$ cat src/rtl/mux2_arbiter.sv
// Two-requester round-robin arbiter driving the select line of a shared MUX2.
// A hold timer forces a hand-over when one side keeps the mux while the other waits.
module mux2_arbiter #(
  parameter int MAX_HOLD = 8,
  parameter int CW       = 4
) (
  input  logic clk,
  input  logic reset,
  input  logic REQ_A,
  input  logic REQ_B,
  output logic GNT_A,
  output logic GNT_B,
  output logic S,
  output logic BUSY,
  output logic PREEMPT
);

  typedef enum logic [1:0] {
    IDLE  = 2'd0,
    OWN_A = 2'd1,
    OWN_B = 2'd2
  } state_t;

  localparam logic [CW-1:0] HOLD_LIMIT = CW'(MAX_HOLD - 1);

  state_t        r_state;
  state_t        w_stateNext;
  logic [CW-1:0] r_cnt;
  logic [CW-1:0] w_cntNext;
  logic [CW-1:0] w_cntInc;
  logic          r_lastB;
  logic          w_lastBNext;
  logic          r_s;
  logic          w_sNext;
  logic          r_preempt;
  logic          w_preemptNext;
  logic          r_gntA;
  logic          r_gntB;
  logic          r_busy;

  assign w_cntInc = (r_cnt == HOLD_LIMIT) ? r_cnt : r_cnt + 1'b1;

  // Next-state logic; S is only rewritten on entry to an owning state so IDLE keeps it.
  always_comb begin
    w_stateNext   = r_state;
    w_cntNext     = r_cnt;
    w_lastBNext   = r_lastB;
    w_sNext       = r_s;
    w_preemptNext = 1'b0;
    case (r_state)
      IDLE: begin
        if (REQ_A && (!REQ_B || r_lastB)) begin
          w_stateNext = OWN_A;
          w_cntNext   = '0;
          w_lastBNext = 1'b0;
          w_sNext     = 1'b0;
        end else if (REQ_B) begin
          w_stateNext = OWN_B;
          w_cntNext   = '0;
          w_lastBNext = 1'b1;
          w_sNext     = 1'b1;
        end
      end
      OWN_A: begin
        if (!REQ_A || (REQ_B && r_cnt == HOLD_LIMIT)) begin
          if (REQ_B) begin
            w_stateNext   = OWN_B;
            w_lastBNext   = 1'b1;
            w_sNext       = 1'b1;
            w_preemptNext = REQ_A;
          end else begin
            w_stateNext = IDLE;
          end
          w_cntNext = '0;
        end else begin
          w_cntNext = w_cntInc;
        end
      end
      OWN_B: begin
        if (!REQ_B || (REQ_A && r_cnt == HOLD_LIMIT)) begin
          if (REQ_A) begin
            w_stateNext   = OWN_A;
            w_lastBNext   = 1'b0;
            w_sNext       = 1'b0;
            w_preemptNext = REQ_B;
          end else begin
            w_stateNext = IDLE;
          end
          w_cntNext = '0;
        end else begin
          w_cntNext = w_cntInc;
        end
      end
      default: begin
        w_stateNext = IDLE;
        w_cntNext   = '0;
      end
    endcase
  end

  // All outputs come straight from flops; last resets to B so A wins the first tie.
  always_ff @(posedge clk or posedge reset) begin
    if (reset) begin
      r_state   <= IDLE;
      r_cnt     <= '0;
      r_lastB   <= 1'b1;
      r_s       <= 1'b0;
      r_preempt <= 1'b0;
      r_gntA    <= 1'b0;
      r_gntB    <= 1'b0;
      r_busy    <= 1'b0;
    end else begin
      r_state   <= w_stateNext;
      r_cnt     <= w_cntNext;
      r_lastB   <= w_lastBNext;
      r_s       <= w_sNext;
      r_preempt <= w_preemptNext;
      r_gntA    <= (w_stateNext == OWN_A);
      r_gntB    <= (w_stateNext == OWN_B);
      r_busy    <= (w_stateNext != IDLE);
    end
  end

  assign GNT_A   = r_gntA;
  assign GNT_B   = r_gntB;
  assign S       = r_s;
  assign BUSY    = r_busy;
  assign PREEMPT = r_preempt;

endmodule

$ cat config.mk
export PLATFORM = sky130hd
export DESIGN_NAME = mux2_arbiter
export DESIGN_NICKNAME = d
export VERILOG_FILES = /design/src/rtl/mux2_arbiter.sv
export SDC_FILE = /design/constraint.sdc
export NUM_CORES = 1
export LEC_CHECK = 0
export CORE_UTILIZATION = 53
export CTS_CLUSTER_SIZE = 30
export DETAILED_ROUTE_END_ITERATION = 12
export GPL_TIMING_DRIVEN = 0
export PLACE_DENSITY = 0.85
export SYNTH_ARGS = -nofsm -noshare
export SYNTH_HDL_FRONTEND = slang
export SYNTH_SLANG_ARGS = --single-unit
export TNS_END_PERCENT = 5
$ cat constraint.sdc
create_clock -name clk -period 2.09 [get_ports clk]
set_input_delay 0.627 -clock clk [delete_from_list [all_inputs] [get_ports clk]]
set_output_delay 0.627 -clock clk [all_outputs]
set_load 0.005 [all_outputs]
==> impl_summary.md <==
Timing
Setup repair after global routing left no endpoint under its margin. The clock period minus worst slack is 1.93 ns. At the pin with the least slew margin, the transition time is approximately 0.47 ns. Static timing analysis puts the maximum clock frequency at between 500 and 600 MHz.

The tightest hold path in the finished design has a slack of slightly above 0.5 ns. Measured against its own limit, the worst slew margin works out to slightly below 70%. The number of hold-slack violations in the final timing report was 0. Clock skew on the completed layout was measured at around 0.0093 ns. The setup TNS is 0 ns. The share of the cycle needed by the critical path after routing is between 90% and 100%. The setup-violating endpoint count in the final report is 0. The max-slew violation count is 0.

Route
In the routed design, unresolved DRC markers number 0. The count of nets left with antenna violations after detail routing is 0. The first-pass iteration count of the detailed router is 4.

The final layout contains routed wiring with a total length of 1.43 mm. The number of DRC markers in iteration 0 is 10. In the final routed layout, each cell accounts on average for about 14 um. In the routed layout, each cell is associated on average with a via count of about 6.0.

The via count is 612.

Layout
At the end of the flow, the number of nets in the layout was between 90 and 100. 0 antenna diodes ended up in the layout. After filler insertion, the fill cell instance count of the layout stands at approximately 100. The area added between synthesis and finish is 16.2%. The ratio of cells with drive above 1 in the final layout is 16.1%. The cell area after layout is ~900 um2. The final standard cell count with taps included and fillers excluded is roughly 100.

Global routing
The via count of the first global-routing pass is 560. After global routing the overflow that remains totals 0. The global-route usage over all layers is 23.0%. The initial antenna violation count came to 0. The maximum number of pins on one net before global-route repair is 13. The first global-routing pass estimated between 2 and 2.5 mm of wire.

Clock tree
The count of clock tree sinks is 12. The setup fix buffers added after clock tree synthesis is 0. The number of gates resized after CTS was 0.

The H-tree depth is 1. The clock latency of the later-clocked register in the worst-skew pair is around 0.28 ns. After clock tree synthesis, the clock-pin slew on the worst setup and hold paths is 0.07 ns.

The TritonCTS clock tree is yes. The CTS buffer count is 3. The clock passes through at most 2 buffers.

The clock root buffer is sky130_fd_sc_hd__clkbuf_4. The number of buffers inserted by hold repair at cts is 0.

Worst setup path
The worst register-to-register path has a depth of 6. The source of the worst register-to-register timing path is r_state[0]. The maximum fanout count along the critical path is 6.

The startpoint type of the worst setup path is a primary input. The setup check on the worst reg-to-reg path leaves a slack of 0.24 ns. The arrival time at the worst endpoint is between 2 and 2.5 ns.

The largest individual stage delay along the critical path comes from the cell sky130_fd_sc_hd__clkdlybuf4s50_1. The worst endpoint required time is between 2 and 2.5 ns. The critical path in this run is classified as in -> reg. The biggest cell delay along the critical path is between 0.5 and 0.6 ns. The worst flop-to-flop path endpoint is r_cnt[0].

Traced cell by cell, the critical path runs through clkdlybuf4s50_1 -> and4b_2 -> o22a_1 -> o21ai_1 -> mux2_2. The worst setup path is captured at a flip-flop.

Power
After layout, the design draws a total of ~1 mW. The largest voltage drop on the vdd net is roughly 0.54 mV. For this design the static power due to leakage is roughly 0.42 nW. The cell-internal power is roughly 0.64 mW. In this run switching power makes up between 30% and 40% of total power.

In this run, the clock network consumes between 10% and 20% of the power. In this run the power density over the cells is between 1000 and 1500 nW/um2. Combinational logic burns slightly below 50% of the power. Summed over all nets, the switching power comes to slightly below 0.4 mW. Sequential cells burn 36.4% of the power.

Yosys
The top flip-flop cell by instance count after synthesis is sky130_fd_sc_hd__dfrtp_1. The distinct cell type count after synthesis is 37. In this run, synthesis inferred 0 flip-flops with an integrated enable. The synthesized instance count is 75. The share of synthesized flip-flops with an asynchronous set or reset is 100%. The mean post-synth cell area is between 10 and 15 um2. The net count after synthesis is 84. sky130_fd_sc_hd__dfrtp_1 is the most common cell in the netlist.

The top cell type by area accounts for about 36% of the synthesized area. For this run, the register share of the synthesized area comes to just under 40%. The number of synthesis warnings is 0. Ranked by instance count, the synthesized netlist is headed by sky130_fd_sc_hd__dfrtp_1 (11), sky130_fd_sc_hd__nor2_1 (7), sky130_fd_sc_hd__a21oi_1 (6), sky130_fd_sc_hd__inv_1 (6), sky130_fd_sc_hd__ha_1 (5).

The mapped netlist covers roughly 770 um2. The number of flip-flops and latches in the synthesized netlist is 12. Of all cell types, the one taking the most synthesized area is sky130_fd_sc_hd__dfrtp_1.

By area the synthesized netlist is led by sky130_fd_sc_hd__dfrtp_1 (36%), sky130_fd_sc_hd__ha_1 (8.1%), sky130_fd_sc_hd__a21oi_1 (3.9%).

Place
The number of instances in the placed design is 98. The total cell area at the placement stage is about 870 um2. Buffers placed on the I/O ports in this run total 8. After legalization and detailed placement, the total HPWL measured ~1.1 mm. Routability-driven placement finished with a final weighted congestion of approximately 0.81.

Outcome
The run finished with clean final reports.

Floorplanning
Pin placement for this block handled 9 I/O pins. The die covers 1620 um2. The floorplan step set the die width to between 40 and 50 um. The number of standard-cell rows in the floorplan is 13. The overall die height is 40.2 um. For this configuration, the core starts out at a cell density of between 50% and 60%. The total area inside the core boundary comes to around 1300 um2.

Hold path
The worst hold path class is reg -> reg. The endpoint of the worst hold-timing path is S. Along the worst hold path, the cell count comes to 2.

The startpoint of the most critical hold path is S.

Flow run
The tool flagged a number of max-cap violations equal to 0.
[final cells by class]
cell class	instances	area (um2)	area share [%]
multi-input combinational	55	434	48.3
sequential	12	302	33.5
timing repair buffer	8	80.1	8.90
clock buffer	4	26.3	2.92
inverter	6	22.5	2.50
tap	15	18.8	2.09
buffer	2	16.3	1.81
[worst max-delay path by stage]
stage	slack, ns	start	to
floorplan	0.46	r_state[0]	r_cnt[0]
global placement	-0.10	REQ_A	r_cnt[0]
detailed placement	-0.13	REQ_A	r_cnt[0]
CTS	0.15	REQ_A	r_cnt[0]
global route	0.06	REQ_A	r_cnt[0]
finish	0.16	REQ_A	r_cnt[0]
[power by group through the flow]
stage	clock, mW	combinational [mW]	sequential, mW
floorplan	0	0.364	0.365
global placement	0	0.489	0.375
CTS	0.153	0.502	0.374
finish	0.152	0.501	0.373
global route	0.167	0.559	0.384
detailed placement	0	0.501	0.378
[layer usage]
layer	global-route usage, %	wire length (um)	up-vias
li1	-	-	304
met1	26.4	676	292
met5	0	0	-
met4	13.3	27	0
met3	6.67	45	5
met2	37.9	680	11
[worst max-delay path, delay by kind of cell]
kind | cells | cell delay [ns]
AOI/OAI and AO/OA | 2 | 0.35
buffers and inverters | 1 | 0.56
and+or+nand+nor | 1 | 0.28
muxes | 1 | 0.27
[logic make-up after synthesis]
logic type	count (synthesis)	share of synthesized area, %
simple gates	28	24.6
compound gates	21	22.0
flops	12	38.9
buf+inv	8	5.01
fa+ha+maj	5	8.08
mux	1	1.45
[per-stage QoR]
step | worst slack [ns] | util (%)
global placement | -0.101 | 65.5
floorplan | 0.465 | -
CTS | 0.149 | 67.4
finish | 0.164 | 67.4
detailed placement | -0.133 | 65.5
global route | 0.0589 | 67.4
[sequential cells by signal, indices dropped and copies added (netlist names)]
name	flops
BUSY	1
r_cnt	4
r_lastB	1
S	1
GNT_A	1
GNT_B	1
r_state	2
PREEMPT	1
[layout by cell type, fill, tap and decap left out, types with 2 or more instances in the layout]
cell type                         Yosys  routed
sky130_fd_sc_hd__a21oi_1              6       6
sky130_fd_sc_hd__and3_1               2       2
sky130_fd_sc_hd__and4_1               2       2
sky130_fd_sc_hd__and4b_2              2       2
sky130_fd_sc_hd__clkbuf_4             0       3
sky130_fd_sc_hd__clkdlybuf4s50_1      0       8
sky130_fd_sc_hd__dfrtp_1             11      11
sky130_fd_sc_hd__ha_1                 5       5
sky130_fd_sc_hd__inv_1                6       6
sky130_fd_sc_hd__nand3_1              3       3
sky130_fd_sc_hd__nor2_1               7       7
sky130_fd_sc_hd__nor3_1               2       2
sky130_fd_sc_hd__o21ai_1              3       3
Power figures use the tool's default switching activity.
